$ cat src/rtl/uart_rx.sv
// uart_rx: 8N1 UART receiver with LSB first and an idle-high line.
// RX passes through a two-flop synchronizer. A falling edge starts a frame.
// The start bit is qualified at its centre, and every data and stop bit is
// sampled at its centre. The received byte is handed to the consumer with a
// rdy/clr_rdy handshake, together with sticky framing and overrun flags.
//
// Optional build macro: UART_RX_MAJORITY_EN
//   When defined, each sample is a 2-of-3 vote over centre-1, centre and
//   centre+1. The frame as a whole slips by one clock.
//
// Ports:
//   clk      system clock
//   rst_n    asynchronous active-low reset
//   RX       serial line (asynchronous, idle high)
//   clr_rdy  one-cycle pulse from the consumer: clears rdy, frm_err, ovr_err
//   rx_data  last received byte
//   rdy      byte valid; held until clr_rdy
//   frm_err  sticky: stop bit sampled low
//   ovr_err  sticky: a byte completed while rdy was still set
module uart_rx #(
  parameter int unsigned BAUD_CNT = 5208,
  parameter int unsigned HALF_CNT = BAUD_CNT / 2
) (
  input  logic       clk,
  input  logic       rst_n,
  input  logic       RX,
  input  logic       clr_rdy,
  output logic [7:0] rx_data,
  output logic       rdy,
  output logic       frm_err,
  output logic       ovr_err
);

`ifdef UART_RX_MAJORITY_EN
  localparam int unsigned OFS = 1;
`else
  localparam int unsigned OFS = 0;
`endif

  // The start-bit decision moves one clock later in majority mode. Because the
  // counter is cleared at that later point, the data and stop decisions stay at
  // BAUD_CNT-1, and the total slip is a single clock.
  localparam logic [12:0] START_DEC = 13'(HALF_CNT - 1 + OFS);
  localparam logic [12:0] BIT_DEC   = 13'(BAUD_CNT - 1);

  typedef enum logic [2:0] {IDLE, START, DATA, STOP, WAIT_HI} state_t;

  state_t      state, state_nxt;
  logic        rx_meta, rx_s, rx_prev;
  logic [1:0]  fill;
  logic        armed;
  logic        fall;
  logic [12:0] cnt;
  logic [12:0] dec_cnt;
  logic        at_dec;
  logic        bit_val;
  logic [3:0]  bit_cnt;
  logic [7:0]  shift_reg;
  logic        done;
  logic        cnt_clr, shift_en, bit_clr, done_set, frm_set;

  // The synchronizer flops preset to 1. The fill/armed pair ignores start
  // edges until a genuinely synchronized high has been seen after reset. This
  // means a frame already in flight at release is not decoded.
  always_ff @(posedge clk or negedge rst_n) begin
    if (!rst_n) begin
      rx_meta <= 1'b1;
      rx_s    <= 1'b1;
      rx_prev <= 1'b1;
      fill    <= '0;
      armed   <= 1'b0;
    end else begin
      rx_meta <= RX;
      rx_s    <= rx_meta;
      rx_prev <= rx_s;
      fill    <= {fill[0], 1'b1};
      if (fill[1] && rx_s) armed <= 1'b1;
    end
  end

  assign fall    = armed & rx_prev & ~rx_s;
  assign dec_cnt = (state == START) ? START_DEC : BIT_DEC;
  assign at_dec  = (cnt == dec_cnt);

`ifdef UART_RX_MAJORITY_EN
  logic s_early, s_mid;

  always_ff @(posedge clk or negedge rst_n) begin
    if (!rst_n) begin
      s_early <= 1'b0;
      s_mid   <= 1'b0;
    end else begin
      if (cnt == dec_cnt - 13'd2) s_early <= rx_s;
      if (cnt == dec_cnt - 13'd1) s_mid   <= rx_s;
    end
  end

  assign bit_val = (s_early & s_mid) | (s_early & rx_s) | (s_mid & rx_s);
`else
  assign bit_val = rx_s;
`endif

  always_ff @(posedge clk or negedge rst_n) begin
    if (!rst_n) state <= IDLE;
    else        state <= state_nxt;
  end

  always_comb begin
    state_nxt = state;
    cnt_clr   = 1'b0;
    shift_en  = 1'b0;
    bit_clr   = 1'b0;
    done_set  = 1'b0;
    frm_set   = 1'b0;
    case (state)
      IDLE: begin
        cnt_clr = 1'b1;
        if (fall) begin
          state_nxt = START;
          bit_clr   = 1'b1;
        end
      end
      START: begin
        if (at_dec) begin
          cnt_clr   = 1'b1;
          state_nxt = bit_val ? IDLE : DATA;
        end
      end
      DATA: begin
        if (at_dec) begin
          cnt_clr  = 1'b1;
          shift_en = 1'b1;
          if (bit_cnt == 4'd7) state_nxt = STOP;
        end
      end
      STOP: begin
        if (at_dec) begin
          cnt_clr = 1'b1;
          if (bit_val) begin
            done_set  = 1'b1;
            state_nxt = IDLE;
          end else begin
            frm_set   = 1'b1;
            state_nxt = WAIT_HI;
          end
        end
      end
      WAIT_HI: begin
        cnt_clr = 1'b1;
        if (rx_s) state_nxt = IDLE;
      end
      default: state_nxt = IDLE;
    endcase
  end

  always_ff @(posedge clk or negedge rst_n) begin
    if (!rst_n)       cnt <= '0;
    else if (cnt_clr) cnt <= '0;
    else              cnt <= cnt + 13'd1;
  end

  always_ff @(posedge clk or negedge rst_n) begin
    if (!rst_n) begin
      shift_reg <= '0;
      bit_cnt   <= '0;
      done      <= 1'b0;
    end else begin
      done <= done_set;
      if (bit_clr) begin
        bit_cnt <= '0;
      end else if (shift_en) begin
        shift_reg <= {bit_val, shift_reg[7:1]};
        bit_cnt   <= bit_cnt + 4'd1;
      end
    end
  end

  // A completion in the same cycle as clr_rdy wins. rdy stays set and no
  // overrun is flagged, because the consumer has just taken the old byte.
  always_ff @(posedge clk or negedge rst_n) begin
    if (!rst_n) begin
      rx_data <= '0;
      rdy     <= 1'b0;
      frm_err <= 1'b0;
      ovr_err <= 1'b0;
    end else begin
      if (done) rx_data <= shift_reg;

      if (done)         rdy <= 1'b1;
      else if (clr_rdy) rdy <= 1'b0;

      if (done && rdy && !clr_rdy) ovr_err <= 1'b1;
      else if (clr_rdy)            ovr_err <= 1'b0;

      if (frm_set)      frm_err <= 1'b1;
      else if (clr_rdy) frm_err <= 1'b0;
    end
  end

endmodule

$ cat config.mk
export PLATFORM = sky130hd
export DESIGN_NAME = uart_rx
export DESIGN_NICKNAME = d
export VERILOG_FILES = /design/src/rtl/uart_rx.sv
export SDC_FILE = /design/constraint.sdc
export NUM_CORES = 1
export LEC_CHECK = 0
export ABC_CLOCK_PERIOD_IN_PS = 2550
export BUFFER_PORTS_ARGS = -buffer_cell sky130_fd_sc_hd__buf_2
export CORE_MARGIN = 4
export CORE_UTILIZATION = 58
export CTS_CLUSTER_SIZE = 8
export DETAILED_ROUTE_END_ITERATION = 10
export PLACE_DENSITY = 0.82
export SYNTH_ARGS = -nofsm -noshare
export SYNTH_HDL_FRONTEND = slang
export SYNTH_SLANG_ARGS = --single-unit
$ cat constraint.sdc
create_clock -name clk -period 2.55 [get_ports clk]
set_input_delay 0.6375 -clock clk [delete_from_list [all_inputs] [get_ports clk]]
set_output_delay 0.6375 -clock clk [all_outputs]
set_load 0.02 [all_outputs]
-- Word level (Yosys, flattened, before mapping)
Index checks and enable logic that the tools add are counted.
- register bits: 46
- input bits: 4
- equal/unequal tests: 12
- reduce and logical (&&, ||, !) cells: 13
- add/sub/neg operators: 2
- muxes and demuxes: 28
- bitwise gates (word level): 4
- operator list (cell ; count):
    13-bit 2-to-1 mux ; 2
    3-bit 2-to-1 mux ; 7
    3-bit case mux with 5 select lines ; 1
    1-bit 2-to-1 mux ; 14
    13-bit by 1-bit adder with 13-bit output, second input constant ; 1
    13-bit == test ; 1
    2-bit inequality test, second input constant ; 6
    4-bit 2-to-1 mux ; 2
    2-bit nonzero test ; 4
    3-bit by 2-bit == test with 1-bit output, second input constant ; 2
    6-bit AND reduction ; 1
    4-bit by 1-bit adder with 4-bit output, second input constant ; 1
    4-bit by 3-bit == test with 1-bit output, second input constant ; 1
    3-bit by 1-bit == test with 1-bit output, second input constant ; 1
    3-bit == test, second input constant ; 1
    1-bit logical AND ; 3
    3-bit zero test ; 1
    3-bit OR reduction ; 1
    1-bit AND ; 2
    2-bit 2-to-1 mux ; 1
    1-bit NOT ; 2
    1-bit case mux with 2 select lines ; 1
    2-bit AND reduction ; 1
    2-bit OR reduction ; 1
    1-bit zero test ; 1

-- Logic depth before layout (Yosys ltp)
- word-level depth: 7
- gate-level depth with buffers: 6
- depth with buffers taken out: 5

-- Least setup slack after synthesis
OpenSTA, ideal clock, no wires.
- path type: register to register
- start: register state[0]
- end: register shift_reg[0]
- cell stages (with the launch flop): 6
- setup time: 0.125 ns
- data required time: 2.425 ns
- clock period less this slack: 2.142 ns
- setup slack: 0.408 ns
- arrival: 2.017 ns
- buffers on the path: 1
- cells stage by stage: dfrtp_1 > nor3b_1 > or4_1 > buf_2 > a211oi_4 > mux2_2
- cells in the longest elaborated chain, start to end: 6
- elaborated cells between the ends (all ways): 10
- RTL lines (item ; RTL line ; source):
    start: declaration ; 48 ; state_t state, state_nxt;
    start signal: assignment ; 105 ; else state <= state_nxt;
    3-bit by 1-bit == test with 1-bit output ; 82 ; assign dec_cnt = (state == START) ? START_DEC : BIT_DEC;
    13-bit 2-to-1 mux ; 82 ;
    13-bit == test ; 83 ; assign at_dec = (cnt == dec_cnt);
    1-bit 2-to-1 mux ; 130 ; if (at_dec) begin
    1-bit 2-to-1 mux ; 115 ; case (state)
    2-bit AND reduction (no line) (*) ; - ;
    end signal: assignment ; 172 ; shift_reg <= {bit_val, shift_reg[7:1]};
    end: declaration ; 58 ; logic [7:0] shift_reg;
Mark *: on every way between the ends. The rest lies on a longest branch, timed or not.
A chain may end at the register's enable or synchronous reset.

-- Worst setup path in the final report
- start: register state[0]
- end: register shift_reg[7]
The elaborated chain is that of the path after synthesis.

==> results.md <==
* Status: complete, no violations
* Reg area at 1150 sq um
* CP Max Fanout at 9
* Critical R2R Capture: shift_reg[7]
* Average cell area after synthesis at 11.8 sq um
* Max-cap check violation count at 0
* Layout Utilization at 65.7%
* FF-to-FF path depth at 4
* CTS Hold Bufs at 0
* Synth top area share at 54.0%
* # nets final at 195
* PwrDens at 639 nW/um^2
* Crit path cell chain: nor3b_1 > or4_1 > a211oi_4 > mux2_2
* GPL Wtd Cong at 0.861
* Met2 Use GR at 27.8%
* Leakage at 0.995 nW
* M3 GR Usage at 4.72%
* Switching power share of the total at 30.2%
* Syn Nets at 175
* DR WL/cell at 14.1 um
* 1st-iter DRT viols at 68
* Width of the die at 66.6 um
* Finish-stage setup viols at 0
* Synth cell types at 34
* Cell family with the largest share of critical-path delay: simple AND/OR/NAND/NOR gates
* Post-synth ARST share at 100%
* Clock Latency Late Sink at 0.35 ns
* PortBufs at 14
* Root Buffer: clkbuf_4
* Post-synth EDFFs at 0
* Router iterations before antenna repair at 4
* Slew Viols, Final at 0
* Critical Path AT at 2.58 ns
* CP peak stage delay at 0.67 ns
* Die ar. at 4440 sq um
* N_diodes at 0
* Internal power at 0.979 mW
* CP endpoint: shift_reg[7]
* Vias at 1331
* Psw at 0.423 mW
* Die Y at 66.6 um
* Final hold violations at 0
* Number of global-route vias before repair at 1302
* Final worst-path cycle share at 91.6%
* Worst reg-to-reg setup slack at 0.21 ns
* ANT nets after route at 0
* Synthesized cell area at 1990 sq um
* Combinational share of power at 13.6%
* Core ar. at 3340 sq um
* RR Startpoint: state[0]
* WP depth at 4
* Peak Freq at 428 MHz
* Largest net degree at the start of global routing at 30
* Power share of the sequential group at 62.0%
* Met1 usage at 23.7%
* Ranking of synthesized cells by area: dfrtp_1, mux2_2, nor3_1
* H-tree Lvls at 2
* Total power at 1.40 mW
* CTS tree: done
* Slew HR at 63.2%
* Initial Utilization at 59.8%
* Post-CTS Resized at 0
* Area delta synth->final at 9.91%
* FP Rows at 21
* Max reg flops at 13
* Sink Count at 46
* Multi-input logic area at 796 sq um
* CP Data Required Time at 2.79 ns
* Dominant cell type by area after synthesis: dfrtp_1
* Peak VDD IR at 456 uV
* Final WS setup at 0.214 ns
* WS Path Type: reg2reg
* Actual slew at the worst max-slew pin at 0.538 ns
* First-pass GRT wire length at 5.99 mm
* Maximum clock path buffer count at 2
* Worst Setup End Kind: flop
* Worst Setup SP: state[0]
* Final HPWL DP at 2.44 mm
* DP Worst Slack at 0.245 ns
* Initial antenna violation count at 0
* DR vias/cell at 5.64
* Number of buffers added for setup after CTS at 0
* Placed inst area at 2130 sq um
* Layout fillers at 273
* Grt total ovfl at 0
* Synth Flop Type: dfrtp_1
* Cells after synthesis at 169
* CTS buffer count at 5
* Fraction of layout cells with a size suffix above 1 at 24.7%
* IO Count at 15
* Global route hottest layer: met2
* YS warnings at 0
* RSZ-0062 raised after global routing: false
* HP Class: in2async
* CP max stage cell: or4_1
* TNS Setup at 0 ns
* Yosys reg bits at 46
* Clock slew at reported path FFs at 0.14 ns
* CP startpoint kind: flop
* Register area share after synthesis at 57.9%
* Clock Skew at 0.00988 ns
* Fin crit period at 2.34 ns
* Residual DRC count at 0
* Design Area, Final at 2190 sq um
* Clock Power Share at 24.4%
* Final WL at 3.32 mm
* Total track usage at 18.2%
* CP bufs+invs at 0
-- through the flow --
step	hold slack (ns)	std cells
after floorplan	0.331	169
after global placement	0.334	228
after detailed placement	0.338	228
after CTS	0.182	236
after global routing	0.186	236
final	0.180	236
-- Yosys cell counts, drive strengths merged (2+ instances only) --
cell    count
buf         2
nand2      14
mux2       17
a21o        3
inv         6
dfrtp      43
xnor2       9
xor2        2
nand4       4
a21oi       4
nand2b      2
nor2        8
nor3b       3
clkbuf      3
a211oi      4
mux2i       4
nor3       16
ha          2
nor4        2
dfstp       3
or4         2
nand3       5
-- logic make-up after synthesis --
| logic type | Yosys count | synth area share, % |
|---|---|---|
| adders and majority gates | 2 | 1.25 |
| DFF | 46 | 57.9 |
| xor gates and xnor gates | 11 | 4.83 |
| AOI/OAI and AO/OA | 16 | 6.21 |
| and+or+nand+nor | 61 | 15.8 |
| buffers and inverters | 11 | 2.20 |
| muxes | 21 | 11.6 |
| other | 1 | 0.188 |
-- layer usage --
layer	vias up	routed length (um)
li1	636	-
met1	652	1480
met5	-	0
met4	0	81
met2	35	1600
met3	8	158
-- placed cells by master, fill, tap and decap left out, drive strengths merged, types with 2 or more instances in the layout --
cell | Yosys | routed
dfrtp | 43 | 43
buf | 2 | 18
mux2 | 17 | 17
nor3 | 16 | 16
nand2 | 14 | 14
xnor2 | 9 | 9
nor2 | 8 | 8
inv | 6 | 7
nand3 | 5 | 5
clkbuf | 3 | 5
nand4 | 4 | 4
mux2i | 4 | 4
a21oi | 4 | 4
a211oi | 4 | 4
nor3b | 3 | 3
a21o | 3 | 3
dfstp | 3 | 3
or4 | 2 | 2
nor4 | 2 | 2
xor2 | 2 | 2
nand2b | 2 | 2
ha | 2 | 2
clkinvlp | 0 | 2
-- power groups by stage --
stage / Sequential [mW] / Combinational [mW] / Clock (mW)
floorplan: 0.850 / 0.157 / 0
global placement: 0.873 / 0.178 / 0
detailed placement: 0.880 / 0.189 / 0
CTS: 0.866 / 0.191 / 0.356
global route: 0.878 / 0.221 / 0.394
finish: 0.868 / 0.190 / 0.342
-- worst min path at each step --
stage,to,slack (ns),cells past startpoint
final,bit_cnt[2],0.18,1
after CTS,bit_cnt[2],0.18,1
after floorplan,fill[1],0.33,0
after global placement,fill[1],0.33,0
after detailed placement,fill[1],0.34,0
after global routing,bit_cnt[0],0.19,1
-- cell type report --
type / count / share of cell area [%]
inverter: 6 / 1.03
timing repair buffer: 18 / 4.57
multi-input combinational: 112 / 36.3
clock buffer: 5 / 1.71
tap: 46 / 2.63
clock inverter: 3 / 1.08
sequential: 46 / 52.7
No activity file was read; power rests on OpenSTA's default activity.
